`config.mk`:
```
export PLATFORM = sky130hd
export DESIGN_NAME = tone_synth
export DESIGN_NICKNAME = d
export VERILOG_FILES = /design/src/rtl/tone_synth.sv
export SDC_FILE = /design/constraint.sdc
export NUM_CORES = 1
export LEC_CHECK = 0
export CAP_MARGIN = 0
export CORE_AREA = 2 2 126 128
export CTS_CLUSTER_DIAMETER = 50
export DETAILED_ROUTE_END_ITERATION = 16
export DIE_AREA = 0 0 128 130
export GPL_ROUTABILITY_DRIVEN = 0
export GPL_TIMING_DRIVEN = 0
export PLACE_DENSITY = 0.69
export SLEW_MARGIN = 20
export SYNTH_ARGS = -nofsm -noshare
export SYNTH_HDL_FRONTEND = slang
export SYNTH_SLANG_ARGS = --single-unit
```
`constraint.sdc`:
```
create_clock -name clk -period 5.3 [get_ports clk]
set_clock_uncertainty 0.1 [all_clocks]
set_input_delay 0.795 -clock clk [delete_from_list [all_inputs] [get_ports clk]]
set_output_delay 0.795 -clock clk [all_outputs]
set_load 0.02 [all_outputs]
```
`src/rtl/tone_synth.sv`:
```
// tone_synth
//   Square-wave tone generator with an attack/release envelope. It streams
//   24-bit stereo samples into the audio codec write FIFO. One accepted write
//   is one sample period, and the codec is fed zeros while no tone plays.
//
//   Build option: define TONE_RAMP_EN for linear attack/release ramps of
//   RAMP_STEP per sample. Without it, the envelope jumps between 0 and
//   AMPLITUDE in a single write.
module tone_synth #(
    parameter int SAMPLE_RATE = 48000,
    parameter int AMPLITUDE   = 1000000,
    parameter int RAMP_STEP   = 4096
) (
    input  logic        clk,
    input  logic        reset,
    input  logic        enable,
    input  logic [19:0] freq,
    input  logic        write_ready,
    output logic        write,
    output logic [23:0] writedata_left,
    output logic [23:0] writedata_right,
    output logic        busy
);

    typedef enum logic [1:0] {
        ST_IDLE    = 2'd0,
        ST_ATTACK  = 2'd1,
        ST_SUSTAIN = 2'd2,
        ST_RELEASE = 2'd3
    } env_state_t;

    localparam logic [21:0] RATE_W = 22'(SAMPLE_RATE);
    localparam logic [31:0] AMP_W  = 32'(AMPLITUDE);
    localparam logic [23:0] AMP_24 = 24'(AMPLITUDE);
`ifdef TONE_RAMP_EN
    localparam logic [31:0] STEP_W = 32'(RAMP_STEP);
`else
    // Any step of at least the full amplitude turns each ramp into a single write.
    localparam logic [31:0] STEP_W = (RAMP_STEP > AMPLITUDE) ? 32'(RAMP_STEP) : 32'(AMPLITUDE);
`endif

    // Envelope step up, saturating at the peak amplitude.
    function automatic logic [23:0] ramp_up(input logic [23:0] a);
        logic [31:0] sum_v;
        sum_v = {8'd0, a} + STEP_W;
        if (sum_v >= AMP_W) begin
            return AMP_24;
        end else begin
            return sum_v[23:0];
        end
    endfunction

    // Envelope step down, saturating at zero.
    function automatic logic [23:0] ramp_down(input logic [23:0] a);
        logic [31:0] dif_v;
        if ({8'd0, a} <= STEP_W) begin
            return 24'd0;
        end else begin
            dif_v = {8'd0, a} - STEP_W;
            return dif_v[23:0];
        end
    endfunction

    // Square-wave sample: +amp on the high half, -amp on the low half.
    function automatic logic [23:0] make_sample(input logic [23:0] a, input logic p, input logic silent);
        if (silent) begin
            return 24'd0;
        end else if (p) begin
            return a;
        end else begin
            return 24'd0 - a;
        end
    endfunction

    env_state_t  state_r, state_s;
    logic [23:0] amp_r, amp_s;
    logic [20:0] acc_r, acc_s;
    logic        pol_r, pol_s;
    logic        write_r;
    logic [23:0] data_r, data_s;
    logic        busy_r;
    logic [21:0] step2_s, nxt_s;
    logic        mute_s;
    logic [23:0] up_s, down_s;

    // Next oscillator, envelope and sample values for the write being accepted.
    always_comb begin
        state_s = state_r;
        amp_s   = amp_r;
        acc_s   = acc_r;
        pol_s   = pol_r;
        step2_s = {1'b0, freq, 1'b0};
        nxt_s   = {1'b0, acc_r} + step2_s;
        mute_s  = (freq == 20'd0) || (step2_s >= RATE_W);
        up_s    = ramp_up(amp_r);
        down_s  = ramp_down(amp_r);

        // Phase accumulator; a muted frequency freezes the phase.
        if (mute_s) begin
            acc_s = acc_r;
            pol_s = pol_r;
        end else if (nxt_s >= RATE_W) begin
            acc_s = 21'(nxt_s - RATE_W);
            pol_s = ~pol_r;
        end else begin
            acc_s = nxt_s[20:0];
            pol_s = pol_r;
        end

        // Envelope; an enable change wins over reaching the peak or zero.
        case (state_r)
            ST_IDLE: begin
                if (enable) begin
                    state_s = ST_ATTACK;
                    amp_s   = ramp_up(24'd0);
                    acc_s   = 21'd0;
                    pol_s   = 1'b0;
                end else begin
                    state_s = ST_IDLE;
                    amp_s   = 24'd0;
                end
            end
            ST_ATTACK: begin
                if (!enable) begin
                    state_s = ST_RELEASE;
                end else begin
                    amp_s = up_s;
                    if (up_s == AMP_24) begin
                        state_s = ST_SUSTAIN;
                    end else begin
                        state_s = ST_ATTACK;
                    end
                end
            end
            ST_SUSTAIN: begin
                amp_s = AMP_24;
                if (!enable) begin
                    state_s = ST_RELEASE;
                end else begin
                    state_s = ST_SUSTAIN;
                end
            end
            ST_RELEASE: begin
                if (enable) begin
                    state_s = ST_ATTACK;
                end else begin
                    amp_s = down_s;
                    if (down_s == 24'd0) begin
                        state_s = ST_IDLE;
                    end else begin
                        state_s = ST_RELEASE;
                    end
                end
            end
            default: begin
                state_s = ST_IDLE;
                amp_s   = 24'd0;
            end
        endcase

        data_s = make_sample(amp_s, pol_s, mute_s || (state_s == ST_IDLE));
    end

    // Write strobe: at most one write every other cycle while the FIFO has room.
    always_ff @(posedge clk or posedge reset) begin
        if (reset) begin
            write_r <= 1'b0;
        end else begin
            write_r <= write_ready & ~write_r;
        end
    end

    // Envelope, oscillator and output sample advance only on accepted writes.
    always_ff @(posedge clk or posedge reset) begin
        if (reset) begin
            state_r <= ST_IDLE;
            amp_r   <= 24'd0;
            acc_r   <= 21'd0;
            pol_r   <= 1'b0;
            data_r  <= 24'd0;
            busy_r  <= 1'b0;
        end else if (write_r) begin
            state_r <= state_s;
            amp_r   <= amp_s;
            acc_r   <= acc_s;
            pol_r   <= pol_s;
            data_r  <= data_s;
            busy_r  <= (state_s != ST_IDLE);
        end
    end

    assign write           = write_r;
    assign writedata_left  = data_r;
    assign writedata_right = data_r;
    assign busy            = busy_r;

endmodule

```
=== Word level (Yosys, flattened, before mapping) ===
Cells that the tools add are included.

* Muxes and demuxes: 23
* $lt $le $gt $ge: 4
* Divide/modulo/power cells: 0
* $add $sub $neg: 5
* Reductions and logical operators: 7
* $mul: 0
* Equal/unequal tests: 4
* Bitwise logic cells: 3
* Shift-type cells: 0

{| class="wikitable"
|+ Operators with widths
! cell !! count
|-
| $mux W24 || 6
|-
| $pmux W24 S4 || 1
|-
| $mux W21 || 4
|-
| $add A24 B20 Y25 const B || 1
|-
| $ge A25 B20 Y1 const B || 1
|-
| $eq A24 B20 Y1 const B || 1
|-
| $le A24 B20 Y1 const B || 1
|-
| $logic_not A24 Y1 || 1
|-
| $sub A1 B24 Y24 const A || 1
|-
| $sub A24 B20 Y24 const B || 1
|-
| $add A21 B21 Y22 || 1
|-
| $ge A22 B16 Y1 const B || 1
|-
| $ge A21 B16 Y1 const B || 1
|-
| $sub A21 B16 Y21 const B || 1
|-
| $logic_not A20 Y1 || 1
|-
| $mux W20 || 1
|-
| $mux W2 || 4
|-
| $pmux W2 S4 || 1
|-
| $mux W1 || 6
|-
| $eq A2 B2 Y1 const B || 2
|-
| $logic_not A2 Y1 || 2
|-
| $eq A2 B1 Y1 const B || 1
|-
| $logic_or A1 B1 Y1 || 2
|-
| $not A1 Y1 || 2
|-
| other kinds (2) || 2
|}

* Logic and storage cells: 53
* Bits in latches: 0
* Memories: 0
* Memory bits (read-only): 0
* Bits in writable memories: 0
* Register bits after elaboration: 74

=== Logic depth before layout (Yosys ltp) ===
* Depth after elaboration: 10
* Gate-level depth with buffers: 18

=== Worst setup path after synthesis ===
No wires, ideal clock.

* Path type: input-to-reg
* Start point: input freq[0]
* End point: register data_r[4], in the netlist writedata_left[4]
* Slack: 807 ps
* Library setup time: 139 ps
* Arrival: 4255 ps
* Stages on the path: 13
* Required time: 5061 ps
* Cells stage by stage: ha_1 > fa_1 > a211oi_1 > o21ai_1 > xor2_1 > nor4b_1 > o221a_2 > o21ai_1 > a31oi_2 > mux2_2 > a21oi_1 > nor3b_1 > or4_1

* Word-level cells in the longest chain between the ends: 8

{| class="wikitable"
|+ RTL lines
! item !! RTL line !! RTL
|-
| from (decl) || 17 || <nowiki>input logic [19:0] freq,</nowiki>
|-
| $add A21 B21 Y22 || 93 || <nowiki>nxt_s = {1'b0, acc_r} + step2_s;</nowiki>
|-
| $ge A22 B16 Y1 || 102 || <nowiki>end else if (nxt_s >= RATE_W) begin</nowiki>
|-
| $mux W1 || 102 ||
|-
| $mux W1 || 99 || <nowiki>if (mute_s) begin</nowiki>
|-
| $mux W1 || 113 || <nowiki>if (enable) begin</nowiki>
|-
| $mux W1 || 111 || <nowiki>case (state_r)</nowiki>
|-
| $mux W24 || 68 || <nowiki>end else if (p) begin</nowiki>
|-
| $mux W24 * || 66 || <nowiki>if (silent) begin</nowiki>
|-
| to (signal assigned) || 187 || <nowiki>data_r <= data_s;</nowiki>
|-
| to (decl) || 80 || <nowiki>logic [23:0] data_r, data_s;</nowiki>
|}

Every way passes the cells marked *; elsewhere a longest branch is shown, timed or not.
A chain may end at the register's enable or synchronous reset.

=== Worst setup path after layout ===
Ends and elaborated chain as after synthesis.

==> impl_metrics.ini <==
[global_routing]
grt_pass1_vias = 6521
grt_max_degree = 40
grtUsageTotal = 0.249
grt.busiest_layer = met2
grt_use_met2 = 0.410
grt_pass1_wl_um = 33200
met1_usage = 0.326
grt-ovfl-total = 0
antenna_found_initial = 0
grtUsageMet3 = 0.0385

[floorplanning]
design.core.area_sq_um = 15400
core.rowCount = 46
start_util = 0.435
die_w_um = 128
die_y_um = 130
num_io_pins = 74
die_area_sq_um = 16600

[clock_tree]
ctsResizeCount = 1
clkTransAtPathRegs_ps = 60
cts_buffers = 9
htreeDepth = 3
postCtsSetupRepairBufs = 0
cts_hold_buf = 0
clock-sinks = 73
cts_root_buf = clkbuf_16
clock_latency_ps = 340
clock_path_buffers = 2
tritoncts = yes

[synthesis]
ys_types = 83
yosysTopAreaCell = dfrtp_1
synth-edff-count = 0
synth_adder_area_share = 0.0515
synth_cells = 858
synthMuxAreaShare = 0.0240
ys_warn_count = 0
ys_top_cells_by_area = dfrtp_1 27%, xnor2_1 5.1%, ha_1 4.8%
avgSynthCellArea_sq_um = 7.82
synth_top_family_by_area = compound AO/OA/AOI/OAI gates
syn_area_sq_um = 6710
synth_seq_cells = 73
synth-compound-area-share = 0.262
yosys.area.top_type_share = 0.272
ys_seq_area_frac = 0.272
synth-xor-area-share = 0.0770
synthSimpleGateAreaFrac = 0.230
synthFlopType = dfrtp_1
syn_nets = 909
async_flop_share = 1.00

[cells_and_area]
final_area_sq_um = 8100
area_growth_pct = 20.6
finalNonFillerCells = 1140
fillCellCount = 1515
drive_above_1_share = 0.0876
post-route-util = 0.525
final_nets = 994
diodes = 0

[power_and_ir_drop]
power_frac_comb = 0.627
pwr_density_cell_nw_per_um2 = 502
power.total_w = 0.00406
swShare = 0.482
intPower_w = 0.00211
leakage_nw = 3.32
ir_drop_mv = 0.196
p_switching_w = 0.00196
pwr-share-clk = 0.186
p_seq_frac = 0.188

[setup_path]
max_stage_delay_ps = 520
critical-path-slowest-cell = or4_1
cpMostUsedCell = o21ai_1
crit_chain = clkdlybuf4s50_1 -> ha_1 -> fa_1 -> a211oi_1 -> o21ai_1 -> xor2_1 -> nor4b_2 -> o221a_2 -> o21ai_1 -> a31oi_4 -> mux2_2 -> a21oi_1 -> nor3b_1 -> or4_1
crit_arrival_ps = 5090
critical_path.top_delay_family = compound AO/OA/AOI/OAI gates
cp_max_fo = 10
timing.rr.start = amp_r[6]$_DFFE_PP0P_
startpoint = freq[0]
critPathBufInv = 1
critical_path.startpoint_type = input pin
cp-end-kind = flop
worstPathRequired_ps = 5410
critPathKind = in -> reg

[flow_run]
drv_cap = 0

[placement]
dpl_cell_area_sq_um = 7700
port_buffers = 73
dpl.hpwl_um = 15500
place_ws_ps = -306
place_inst = 1124

[timing]
timing.final.crit_period_ps = 4980
slew_headroom = 0.359
worst_pin_slew_ps = 962
fmax_mhz = 201
period_share = 0.939
rsz0062_at_grt = no
worst_slack_ps = 323
finalSetupViolations = 0
hold_violations = 0
final_max_slew_viol_count = 0

[drt]
vias = 6846
wl_per_cell_um = 17.7
final_antenna_net_count = 0
drc = 0
vias_per_cell = 6.01
first_iter_violations = 621
wl_um = 20200
firstDrtPassIters = 6

[hold_path]
min-delay-start = acc_r[18]$_DFFE_PP0P_
hp-class = reg -> reg

[outcome]
status = completed
[layout by cell type (no fill, tap or decap), drive strengths merged, types with 14 or more instances in the layout]
cell type / count
o21ai: 53
nand2: 75
clkdlybuf4s50: 73
nand4: 17
nor4: 14
ha: 26
inv: 43
xnor2: 39
buf: 36
clkbuf: 51
a31oi: 26
a21oi: 60
dfrtp: 73
nand3: 30
o22ai: 26
xor2: 20
nor2: 76
nor3: 20
[routing by layer]
metal / share of wire / up-vias
li1: - / 3303
met1: 0.42 / 3172
met2: 0.47 / 308
met3: 0.066 / 63
met4: 0.045 / 0
met5: 0 / -
[kinds of logic (layout without fill, tap and decap cells)]
kind of cell               count (synthesis)  after routing
adders and majority gates                 27             27
buffers and inverters                    118            208
xor gates and xnor gates                  59             59
and+or+nand+nor                          303            303
DFF                                       73             73
AOI/OAI and AO/OA                        263            263
muxes                                     15             15
[registers in the layout (all words and copies together) (netlist names)]
register        cells
write               1
acc_r              20
amp_r              24
state_r             2
writedata_left     24
pol_r               1
busy                1
[synth_stat cells, types with 9 or more instances]
cell type	count
and2_1	12
o22ai_1	26
nand2_1	75
xor2_1	20
nand4_1	17
ha_1	26
mux2_2	9
nor4_1	14
o211ai_1	11
nor3_1	19
dfrtp_1	73
nand3_1	30
inv_1	42
a21o_1	11
nor2b_1	13
a31oi_1	25
clkbuf_1	41
buf_4	25
a21oi_1	60
o21ai_0	48
xnor2_1	39
nor2_1	76
[worst paths after layout]
kind	endpoint	slack [ps]	cells past startpoint
max in group asynchronous	amp_r[14]$_DFFE_PP0P_	3830	3
min reg2reg	acc_r[18]$_DFFE_PP0P_	400	2
min in group asynchronous	acc_r[3]$_DFFE_PP0P_	710	2
min	acc_r[18]$_DFFE_PP0P_	400	2
max reg2reg	writedata_left[23]$_DFFE_PP0P_	510	14
max	writedata_left[4]$_DFFE_PP0P_	320	14
[per-stage QoR]
| stage | TNS [ps] | hold slack, ps |
|---|---|---|
| after CTS | 0 | 404 |
| after floorplan | 0 | 354 |
| after detailed placement | -3720 | 392 |
| after global placement | -4050 | 383 |
| after global routing | 0 | 441 |
| final | 0 | 402 |
[layout make-up]
cell class	instances	area (sq um)	area share
multi-input combinational	667	4360	0.538
sequential	73	1830	0.226
timing repair buffer	74	751	0.0927
buffer	76	397	0.0490
tap	192	240	0.0297
clock buffer	10	229	0.0283
inverter	42	160	0.0198
clock inverter	6	138	0.0170
[worst reg2reg max path, cell delays in order, from the launching register on]
cell and delay [ps]:
dfrtp_1 470, clkbuf_1 300, inv_1 210, ha_1 290
nand2b_1 210, a311oi_4 510, or2b_4 250, o211ai_1 220
and3_1 310, a211oi_2 390, o211ai_2 200, nor4b_4 550
nand4_1 240, a31oi_1 230, o221ai_1 150
[power by group through the flow]
stage | combinational, W | sequential [W] | clock [W]
finish | 0.00255 | 0.000762 | 0.000756
global route | 0.00278 | 0.000778 | 0.000795
CTS | 0.00247 | 0.000760 | 0.000764
detailed placement | 0.00245 | 0.000766 | 0
global placement | 0.00243 | 0.000767 | 0
floorplan | 0.00186 | 0.000749 | 0
Note: power is estimated with default switching activity, not from simulation.
